==> config.mk <==
export PLATFORM = sky130hd
export DESIGN_NAME = gray_pointer_receiver
export DESIGN_NICKNAME = d
export VERILOG_FILES = /design/src/rtl/gray_pointer_receiver.sv
export SDC_FILE = /design/constraint.sdc
export NUM_CORES = 1
export LEC_CHECK = 0
export CAP_MARGIN = 20
export CORE_UTILIZATION = 53
export CTS_BUF_LIST = sky130_fd_sc_hd__clkbuf_16
export CTS_CLUSTER_DIAMETER = 150
export DETAILED_ROUTE_END_ITERATION = 12
export GPL_ROUTABILITY_DRIVEN = 0
export HOLD_SLACK_MARGIN = 0.08
export PLACE_DENSITY_LB_ADDON = 0.3
export SETUP_SLACK_MARGIN = 0.1
export SYNTH_ARGS = -nofsm -noshare
export SYNTH_HDL_FRONTEND = slang
export SYNTH_SLANG_ARGS = --single-unit
==> constraint.sdc <==
create_clock -name CLK -period 3.65 [get_ports CLK]
set_input_delay 0.365 -clock CLK [delete_from_list [all_inputs] [get_ports CLK]]
set_output_delay 0.365 -clock CLK [all_outputs]
set_load 0.1 [all_outputs]
==> src/rtl/gray_pointer_receiver.sv <==
// gray_pointer_receiver: synchronize and decode a remote Gray pointer, track a local consumer pointer and report occupancy
module gray_pointer_receiver #(
    parameter int width      = 10,
    parameter int syncStages = 2
) (
    input  logic             CLK,
    input  logic             RST,
    input  logic [width-1:0] grayIn,
    input  logic             ifc_advance__ENA,
    output logic             ifc_advance__RDY,
    input  logic             ifc_clearError__ENA,
    output logic             ifc_clearError__RDY,
    output logic [width-1:0] ifc_readBin,
    output logic             ifc_readBin__RDY,
    output logic [width-1:0] ifc_readGray,
    output logic             ifc_readGray__RDY,
    output logic [width-1:0] ifc_level,
    output logic             ifc_error
);
    localparam logic [2:0] WARM_CYCLES = 3'(syncStages + 1);
    logic [width-1:0] sync_q [syncStages];
    logic [width-1:0] gs;
    logic [width-1:0] gs_prev;
    logic [width-1:0] gs_bin;
    logic [width-1:0] step;
    logic [width-1:0] remote_bin;
    logic [width-1:0] local_bin;
    logic [width-1:0] local_gray;
    logic [width-1:0] next_local;
    logic [2:0]       warm;
    logic             check_en;
    logic             multi_bit;
    logic             take;
    logic             error;

    assign gs         = sync_q[syncStages-1];
    assign step       = gs ^ gs_prev;
    assign multi_bit  = |(step & (step - width'(1)));
    assign check_en   = warm == WARM_CYCLES;
    assign next_local = local_bin + width'(1);
    assign take       = ifc_advance__ENA && ifc_advance__RDY;

    assign ifc_level           = remote_bin - local_bin;
    assign ifc_advance__RDY    = ifc_level != '0;
    assign ifc_clearError__RDY = 1'b1;
    assign ifc_readBin         = remote_bin;
    assign ifc_readBin__RDY    = 1'b1;
    assign ifc_readGray        = local_gray;
    assign ifc_readGray__RDY   = 1'b1;
    assign ifc_error           = error;

    // binary bit i is the XOR of all Gray bits at or above i
    always_comb begin
        gs_bin = '0;
        for (int i = 0; i < width; i++) gs_bin[i] = ^(gs >> i);
    end

    // plain flop chain for the asynchronous Gray bus, nothing between stages
    always_ff @(posedge CLK or posedge RST) begin
        if (RST) begin
            for (int i = 0; i < syncStages; i++) sync_q[i] <= '0;
        end else begin
            sync_q[0] <= grayIn;
            for (int i = 1; i < syncStages; i++) sync_q[i] <= sync_q[i-1];
        end
    end

    // decode the synchronized pointer and keep the previous sample for the step check
    always_ff @(posedge CLK or posedge RST) begin
        if (RST) begin
            gs_prev    <= '0;
            remote_bin <= '0;
        end else begin
            gs_prev    <= gs;
            remote_bin <= gs_bin;
        end
    end

    // hold off the step check until the synchronizer and gs_prev carry real samples
    always_ff @(posedge CLK or posedge RST) begin
        if (RST) warm <= '0;
        else if (!check_en) warm <= warm + 3'd1;
    end

    // sticky error; a detection in the same cycle as a clear keeps it set
    always_ff @(posedge CLK or posedge RST) begin
        if (RST) error <= 1'b0;
        else if (check_en && multi_bit) error <= 1'b1;
        else if (ifc_clearError__ENA) error <= 1'b0;
    end

    // local consumer pointer and its Gray image for the return crossing
    always_ff @(posedge CLK or posedge RST) begin
        if (RST) begin
            local_bin  <= '0;
            local_gray <= '0;
        end else if (take) begin
            local_bin  <= next_local;
            local_gray <= next_local ^ (next_local >> 1);
        end
    end
endmodule

## After elaboration in Yosys (flattened, before gate mapping)

Index checks and enable logic that the tools add are counted.

| storage, ports and cells | value |
|---|---|
| register bits after elaboration | 64 |
| bits of input ports | 14 |
| output and inout bits | 35 |
| logic and storage cells | 33 |

| cells by class | value |
|---|---|
| add/sub/neg operators | 4 |
| eq/ne operators | 1 |
| multiplexer cells | 2 |
| bitwise logic cells | 3 |
| reductions and logical operators | 15 |

Operators by type and width:

| operator | count |
|---|---|
| 10-bit parity | 10 |
| 10-bit by 1-bit adder with 10-bit output (second input constant) | 1 |
| 10-bit bitwise AND | 1 |
| 10-bit nonzero test | 1 |
| 10-bit OR reduction | 1 |
| 10-bit by 1-bit subtractor with 10-bit output (second input constant) | 1 |
| 10-bit subtractor | 1 |
| 10-bit XOR | 1 |
| 10-bit by 9-bit XOR with 10-bit output | 1 |
| 3-bit by 1-bit adder with 3-bit output (second input constant) | 1 |
| 3-bit by 2-bit == test with 1-bit output (second input constant) | 1 |
| 1-bit logical AND | 2 |
| 1-bit two-way mux | 2 |
| 2-bit nonzero test | 1 |

## Longest topological paths before layout

Gate-level depths: netlist of the first run.

| logic depth | value |
|---|---|
| word-level depth | 6 |
| mapped depth | 11 |
| gate-level depth less buffers | 10 |

## Least setup slack after synthesis of the first run

Ideal clock, no wire load.

| timing | value |
|---|---|
| path kind | register to output |
| start | register remote_bin[0] (netlist: ifc_readBin[0]) |
| end | output ifc_advance__RDY |
| arrival time | 4.477 ns |
| path slack | -1.192 ns |
| stages on the path, launching flop included | 9 |
| buffers on the path | 0 |
| cells stage by stage | dfrtp_1 -> inv_1 -> ha_1 -> fa_1 -> nand2b_1 -> a21oi_1 -> xor2_1 -> a2111oi_2 -> nand4_1 |

| between the ends | value |
|---|---|
| word-level cells in the longest chain between the ends | 2 |

RTL lines:

| element | RTL line | text |
|---|---|---|
| start, declared | 26 | `logic [width-1:0] remote_bin;` |
| start signal, assigned | 75 | `remote_bin <= gs_bin;` |
| 10-bit subtractor | 43 | `assign ifc_level = remote_bin - local_bin;` |
| net ifc_level[4] | 17 | `output logic [width-1:0] ifc_level,` |
| 10-bit nonzero test | 44 | `assign ifc_advance__RDY = ifc_level != '0;` |
| end, declared | 10 | `output logic ifc_advance__RDY,` |

The timed path passes the listed nets, and every way through them passes these cells.

## Worst setup path after layout of the first run

| timing | value |
|---|---|
| start | register local_bin[0] |
| end | output ifc_advance__RDY |

| between the ends | value |
|---|---|
| word-level cells in the longest chain between the ends | 2 |

RTL lines:

| element | RTL line | text |
|---|---|---|
| start, declared | 27 | `logic [width-1:0] local_bin;` |
| start signal, assigned | 98 | `local_bin <= next_local;` |
| 10-bit subtractor | 43 |  |
| 10-bit nonzero test | 44 |  |

Every way passes these cells.

==> impl_metrics.toml, run 1 <==
[synthesis]
ys_types = 40
synthArstFlopShare_pct = 100.0
yosys.area_share.simple_pct = 10.43
syn_area_mm2 = 0.003000
synth_warnings = 0
synthTopCellsByArea = "dfrtp_1, xnor2_1, xor2_1, ha_1, inv_1"
synth-seq-cells = 62
syn_area_per_cell_um2 = 11.11
synth_top_area_cell = "dfrtp_1"
synth-xor-area-share_pct = 15.14
synth_edf_count = 0
synth_top_family_by_area = "XOR/XNOR gates"
muxShareOfSynthArea_pct = 1.501
synth_compound_area_share_pct = 9.591
synth_top_area_share_pct = 51.71
synth-seq-area-share_pct = 51.71
synthFlopType = "dfrtp_1"
synth_fa_ha_area_share_pct = 6.339
syn-instance-count = 270

[critical_path]
worstReg2RegStart = "local_bin[0]$_DFFE_PP0P_"
r2r-end = "ifc_readGray[0]$_DFFE_PP0P_"
crit_start = "local_bin[0]$_DFFE_PP0P_"
reg2reg_slack_ns = 0.61
r2r_cells = 9
crit_type = "register to output port"
worstPathArrival_ns = 2.93
cp-endpoint = "ifc_advance__RDY"
critPathCaptureType = "output port"
cp_data_required_time_ns = 3.28
critPathLaunchType = "register"
cp_max_fo = 5

[clock_tree]
cts_root_buf = "clkbuf_16"
postCtsSetupRepairBufs = 0
postCtsHoldBufs = 0
clk_latency_ns = 0.32
clock-sinks = 62
cts_tree = "built"
h-tree-depth = 3
postCtsResizedCells = 0
cts_buffers = 9
clk_pin_slew_ns = 0.05
clock_tree.buffer_depth = 2

[floorplan]
num_rows = 27
floorplan.initialDensity_pct = 54.82
core-area_mm2 = 0.005473
die_w_um = 77.24
fp.dieH_um = 77.24
io_pins = 49
die_area_mm2 = 0.005966

[grt]
overflow = 0
grt_first_pass_wirelength_um = 9114
met1_usage_pct = 22.89
grt_use_met3_pct = 5.595
top_usage_layer = "met2"
grt_pass1_vias = 2040
global_route.usage.met2_pct = 35.13
antenna_found_initial = 0
grt_max_degree = 41
grt_usage_pct = 20.53

[sta]
whs_ns = 0.3417
fmax_mhz = 303.5
timing.final.crit_share_pct = 90.28
rsz0062_at_grt = "false"
worst_pin_slew_ns = 0.9929
setup_violations = 0
finalHoldViolCount = 0
setup_ws_ns = 0.3548
slew_headroom_pct = 33.60
fin_worst_skew_ns = 0.007748
drv_slew = 0
period_needed_ns = 3.295

[placed_design]
dp_worst_setup_slack_ns = 0.5929
dp_hpwl_um = 3896
port_buffers = 45

[cells_and_area]
syn2layout_area_growth_pct = 28.23
final_layout_size_suffix_gt1_share_pct = 16.36
fillers = 431
final_common_cell = "dfrtp_1"
finalNetCount = 346
n_antenna_cell = 0
final_cell_mix = "dfrtp_1, clkdlybuf4s50_1, xnor2_1, inv_1"

[detailed_routing]
drt-initial-drc-count = 96
viasPerCell = 5.048
drt_wl_total_um = 5430
drc = 0
drt_first_pass_iters = 4
ant_nets = 0
wl_per_cell_um = 13.71
num_vias = 1999

[hold_path]
holdPathStages = 0
min_path_type = "register to register"

[flow_run]
drv_cap = 0

[outcome]
status = "finished, final reports clean"
cells by family after synthesis:
logic type	Yosys count
xor gates and xnor gates	51
AOI/OAI and AO/OA	42
adders and majority gates	15
muxes	4
other	1
DFF	62
and+or+nand+nor	61
buffers and inverters	34
routing by layer:
metal | up-vias | part of all wire [%]
met1 | 961 | 41
met3 | 12 | 4.1
met4 | 0 | 2.6
met5 | - | 0
met2 | 44 | 52
li1 | 982 | -
synth_stat cells (2+ instances only):
| library cell | count |
|---|---|
| or3_1 | 5 |
| o21ai_0 | 10 |
| o21a_1 | 2 |
| nand2_1 | 14 |
| maj3_1 | 2 |
| dfrtp_1 | 62 |
| a21oi_1 | 16 |
| inv_1 | 23 |
| a21o_1 | 2 |
| nor2_2 | 2 |
| nand2b_1 | 4 |
| nor3_1 | 2 |
| nand4_1 | 4 |
| a2111oi_2 | 2 |
| buf_4 | 5 |
| xnor2_1 | 32 |
| nor2_1 | 12 |
| a211oi_2 | 2 |
| clkbuf_1 | 4 |
| and3_1 | 6 |
| nand2_2 | 5 |
| and2_1 | 5 |
| xor2_1 | 18 |
| mux2_2 | 4 |
| ha_1 | 12 |
state kept, by name (all words and copies together) (netlist names):
register,flops
warm,3
sync_q,10
gs,10
ifc_error,1
ifc_readGray,10
ifc_readBin,9
gs_prev,10
local_bin,9
worst min-delay path by stage:
stage | start | end
finish | sync_q[19]$_DFF_PP0_ | gs[9]$_DFF_PP0_
global route | sync_q[16]$_DFF_PP0_ | gs[6]$_DFF_PP0_
CTS | sync_q[19]$_DFF_PP0_ | gs[9]$_DFF_PP0_
detailed placement | sync_q[13]$_DFF_PP0_ | gs[3]$_DFF_PP0_
global placement | sync_q[17]$_DFF_PP0_ | gs[7]$_DFF_PP0_
floorplan | sync_q[10]$_DFF_PP0_ | gs[0]$_DFF_PP0_
layout make-up:
| cell class | instances | area, µm² | area share (%) |
|---|---|---|---|
| Inverter | 23 | 90.09 | 2.341 |
| Tap cell | 72 | 90.09 | 2.341 |
| Clock buffer | 9 | 225.2 | 5.854 |
| Timing Repair Buffer | 47 | 440.4 | 11.45 |
| Clock inverter | 7 | 81.33 | 2.114 |
| Sequential cell | 62 | 1554 | 40.39 |
| Multi-Input combinational cell | 176 | 1366 | 35.51 |
through the flow:
stage                     instance area [µm²]  TNS, ns  utilization (%)  cells
after floorplan                          3079  -0.3501                -    272
after global placement                   3541        0            64.70    380
after detailed placement                 3541        0            64.70    380
after CTS                                3847        0            70.30    396
after global routing                     3847        0            70.30    396
final                                    3847        0            70.30    396
worst max-delay path, cell delays in order, from the launching register on:
cell       delay, ns
dfrtp_1         0.44
ha_2            0.21
fa_1            0.52
nand2b_1        0.22
a211oi_2        0.28
o21ai_0         0.20
a2111oi_4       0.36
nand4_1         0.12
buf_4           0.26
Power of run 1 is left out: the tool's default activity adds up to more than one toggle a clock period on the data nets, which glitch-free logic cannot reach.
==> run 2, diff against run 1 <==
CORE_MARGIN = 3   (was not set)
==> impl_metrics.toml, run 2 (same netlist as run 1, synthesis figures left out) <==
[outcome]
status = "finished, final reports clean"

[clock_tree]
clk_latency_ns = 0.31
clk_pin_slew_ns = 0.05
cts_buffers = 9
cts_root_buf = "clkbuf_16"
h-tree-depth = 3
clock_tree.buffer_depth = 2
postCtsSetupRepairBufs = 0
cts_tree = "built"
clock-sinks = 62

[critical_path]
r2r-end = "ifc_readGray[4]$_DFFE_PP0P_"
critPathCaptureType = "output port"
crit_type = "register to output port"
critPathMaxStageDelay_ns = 0.52
critPathLaunchType = "register"
worstReg2RegStart = "local_bin[0]$_DFFE_PP0P_"
r2r_cells = 10
worstPathArrival_ns = 3.04
crit_chain = "ha_2, fa_1, nand2b_1, a211oi_2, nor3_1, a2111oi_2, nand4_1, buf_4"
cp_data_required_time_ns = 3.28
cpMaxStageDelayCell = "fa_1"
cp_max_fo = 5
reg2reg_slack_ns = 0.45
crit_start = "local_bin[0]$_DFFE_PP0P_"

[grt]
overflow = 0
grt_first_pass_wirelength_um = 9204
grt_max_degree = 45
antenna_found_initial = 0
grt_usage_pct = 18.62
grt_pass1_vias = 2061

[detailed_routing]
drt-met1-wl_um = 2345
ant_nets = 0
num_vias = 1974
drt-initial-drc-count = 77
drt_first_pass_iters = 4
drc = 0
dr_wl_met2_um = 2639
wl_met3_um = 225
viasPerCell = 5.010
drt_wl_total_um = 5263
wl_per_cell_um = 13.36
top_layer_used = "met4"

[sta]
worst_pin_slew_ns = 0.9754
drv_slew = 0
finalHoldViolCount = 0
fmax_mhz = 293.7
rsz0062_at_grt = "true"
period_needed_ns = 3.405
slew_headroom_pct = 34.77
setup_violations = 0
whs_ns = 0.3433
timing.final.crit_share_pct = 93.29
fin_worst_skew_ns = 0.005537

[cells_and_area]
final_cell_mix = "dfrtp_1, clkdlybuf4s50_1, xnor2_1, inv_1"
syn2layout_area_growth_pct = 27.98
fin_area_mm2 = 0.003840
finalNetCount = 346
n_antenna_cell = 0
final_common_cell = "dfrtp_1"
final_layout_size_suffix_gt1_share_pct = 16.67
fillers = 389

[floorplan]
core-area_mm2 = 0.005303
die_area_mm2 = 0.006600
die_w_um = 81.24
fp.dieH_um = 81.24
io_pins = 49
floorplan.initialDensity_pct = 56.58
num_rows = 26

[placed_design]
place_area_mm2 = 0.003538
port_buffers = 45
dp_hpwl_um = 3962

[flow_run]
drv_cap = 0

[hold_path]
min_from = "sync_q[19]$_DFF_PP0_"
holdPathEnd = "gs[9]$_DFF_PP0_"
min_path_type = "register to register"
holdPathStages = 0
## run 2: critical path, delay by kind of cell, from the launching register on
family,cells,cell delay [ns]
adders and majority gates,2,0.73
AOI/OAI and AO/OA,2,0.80
DFF,1,0.43
buffers and inverters,1,0.26
and+or+nand+nor,3,0.50
## run 2: worst max-delay path by stage
| stage | depth (start not counted) | slack [ns] | end |
|---|---|---|---|
| after global routing | 8 | 0.07 | ifc_advance__RDY |
| after detailed placement | 10 | 0.30 | ifc_readGray[4]$_DFFE_PP0P_ |
| final | 8 | 0.25 | ifc_advance__RDY |
| after floorplan | 7 | -0.35 | ifc_advance__RDY |
| after global placement | 10 | 0.44 | ifc_readGray[8]$_DFFE_PP0P_ |
| after CTS | 8 | 0.29 | ifc_advance__RDY |
## run 2: per-layer routing
metal / global-route usage [%] / vias to the layer above
li1: - / 979
met1: 23.42 / 943
met2: 30.21 / 46
met3: 4.324 / 6
met4: 9.291 / 0
met5: 0 / -
## run 2: final cells by class
cell class                      instances  area, µm²  share of cell area, %
Clock buffer                            9      225.2                  5.865
Clock inverter                          7      65.06                  1.694
Inverter                               23      90.09                  2.346
Multi-Input combinational cell        176       1378                  35.87
Sequential cell                        62       1554                  40.47
Tap cell                               70      87.58                  2.281
Timing Repair Buffer                   47      440.4                  11.47
## run 2: metrics by stage
step           util [%]  worst slack (ns)  cells  TNS (ns)
2_1_floorplan         -           -0.3501    272   -0.3501
3_3_place_gp      66.73            0.4371    378         0
3_5_place_dp      66.73            0.3045    378         0
4_1_cts           72.20            0.2948    394         0
5_1_grt           72.42           0.07477    394         0
6_report          72.42            0.2451    394         0
## run 2: timing repair
action | CTS | global route
hold buffers | 0 | 0
gates resized for setup | 0 | 1
setup endpoints to repair | 0 | 6
Power of run 2 is left out for the same reason.
==> run 3, diff against run 2 <==
CAP_MARGIN = not set   (was 20)
CORE_ASPECT_RATIO = 1.4   (was not set)
==> impl_metrics.toml, run 3 (same netlist as run 1, synthesis figures left out) <==
[sta]
period_needed_ns = 3.353
finalHoldViolCount = 0
timing.final.crit_share_pct = 91.86
setup_ws_ns = 0.2970
rsz0062_at_grt = "false"
fmax_mhz = 298.2
fin_worst_skew_ns = 0.005544
drv_slew = 0
slew_headroom_pct = 35.01
setup_violations = 0
whs_ns = 0.3450
worst_pin_slew_ns = 0.9719

[cells_and_area]
n_antenna_cell = 0
final_cell_mix = "dfrtp_1, clkdlybuf4s50_1, xnor2_1, inv_1"
fin_area_mm2 = 0.003812
final_layout_size_suffix_gt1_share_pct = 16.72
multiInputGateArea_mm2 = 0.001366
syn2layout_area_growth_pct = 27.06
fillers = 372
regArea_mm2 = 0.001554
final_common_cell = "dfrtp_1"
finalNetCount = 346

[detailed_routing]
num_vias = 2016
drt_first_pass_iters = 5
drc = 0
wl_per_cell_um = 13.40
drt_wl_total_um = 5212
ant_nets = 0
drt-initial-drc-count = 51
viasPerCell = 5.183

[critical_path]
worstReg2RegStart = "local_bin[0]$_DFFE_PP0P_"
cp-endpoint = "ifc_advance__RDY"
r2r-end = "ifc_readGray[1]$_DFFE_PP0P_"
critPathCaptureType = "output port"
cp_max_fo = 5
crit_type = "register to output port"
worstPathArrival_ns = 2.99
cp_data_required_time_ns = 3.28
critPathLaunchType = "register"
r2r_cells = 9
crit_start = "local_bin[0]$_DFFE_PP0P_"
reg2reg_slack_ns = 0.54

[floorplan]
die_area_mm2 = 0.006613
floorplan.initialDensity_pct = 56.46
fp.dieH_um = 95.03
die_w_um = 69.59
core-area_mm2 = 0.005314
io_pins = 49
num_rows = 31

[placed_design]
dp_hpwl_um = 3869
place_area_mm2 = 0.003533
port_buffers = 45
dp_worst_setup_slack_ns = 0.5423

[clock_tree]
postCtsResizedCells = 0
clock-sinks = 62
postCtsSetupRepairBufs = 0
h-tree-depth = 3
clk_pin_slew_ns = 0.05
postCtsHoldBufs = 0
cts_root_buf = "clkbuf_16"
clock_tree.buffer_depth = 2
cts_buffers = 9
clk_latency_ns = 0.32
cts_tree = "built"

[outcome]
status = "finished, final reports clean"

[hold_path]
min_from = "sync_q[14]$_DFF_PP0_"
min_path_type = "register to register"

[grt]
grt_first_pass_wirelength_um = 9059
grt_pass1_vias = 2109
grt_usage_pct = 17.38
grt_max_degree = 38
overflow = 0
antenna_found_initial = 0

[flow_run]
drv_cap = 0
-- run 3: area by class of cell --
cell class,count,area share (%)
inverter,23,2.363
tap,66,2.166
sequential,62,40.76
multi-input combinational,176,35.84
clock buffer,9,5.907
clock inverter,6,1.411
timing repair buffer,47,11.55
-- run 3: layer usage --
metal	wire length, µm	up-vias	global-route usage (%)	share of wire [%]
met5	0	-	0	0
met4	68	0	8.469	1.3
met1	2111	975	18.75	41
met3	216	8	4.536	4.1
li1	-	992	-	-
met2	2815	41	31.61	54
-- run 3: worst min-delay path by stage --
stage	cells past startpoint	to
after detailed placement	0	gs[0]$_DFF_PP0_
after global routing	0	gs[0]$_DFF_PP0_
after global placement	0	gs[0]$_DFF_PP0_
final	0	gs[4]$_DFF_PP0_
after CTS	0	gs[0]$_DFF_PP0_
after floorplan	0	gs[0]$_DFF_PP0_
-- run 3: metrics by stage --
stage	setup TNS, ns	instances	utilization [%]
2_1_floorplan	-0.3501	272	-
3_3_place_gp	0	374	66.49
3_5_place_dp	0	374	66.49
4_1_cts	0	389	71.74
5_1_grt	0	389	71.74
6_report	0	389	71.74
-- run 3: worst max-delay path, stage by stage, from the launching register on --
cell,delay [ns]
dfrtp_1,0.45
ha_2,0.22
fa_1,0.51
nand2b_1,0.22
a211oi_2,0.29
o21ai_0,0.21
a2111oi_4,0.39
nand4_1,0.12
buf_4,0.26
Power of run 3 is left out for the same reason.
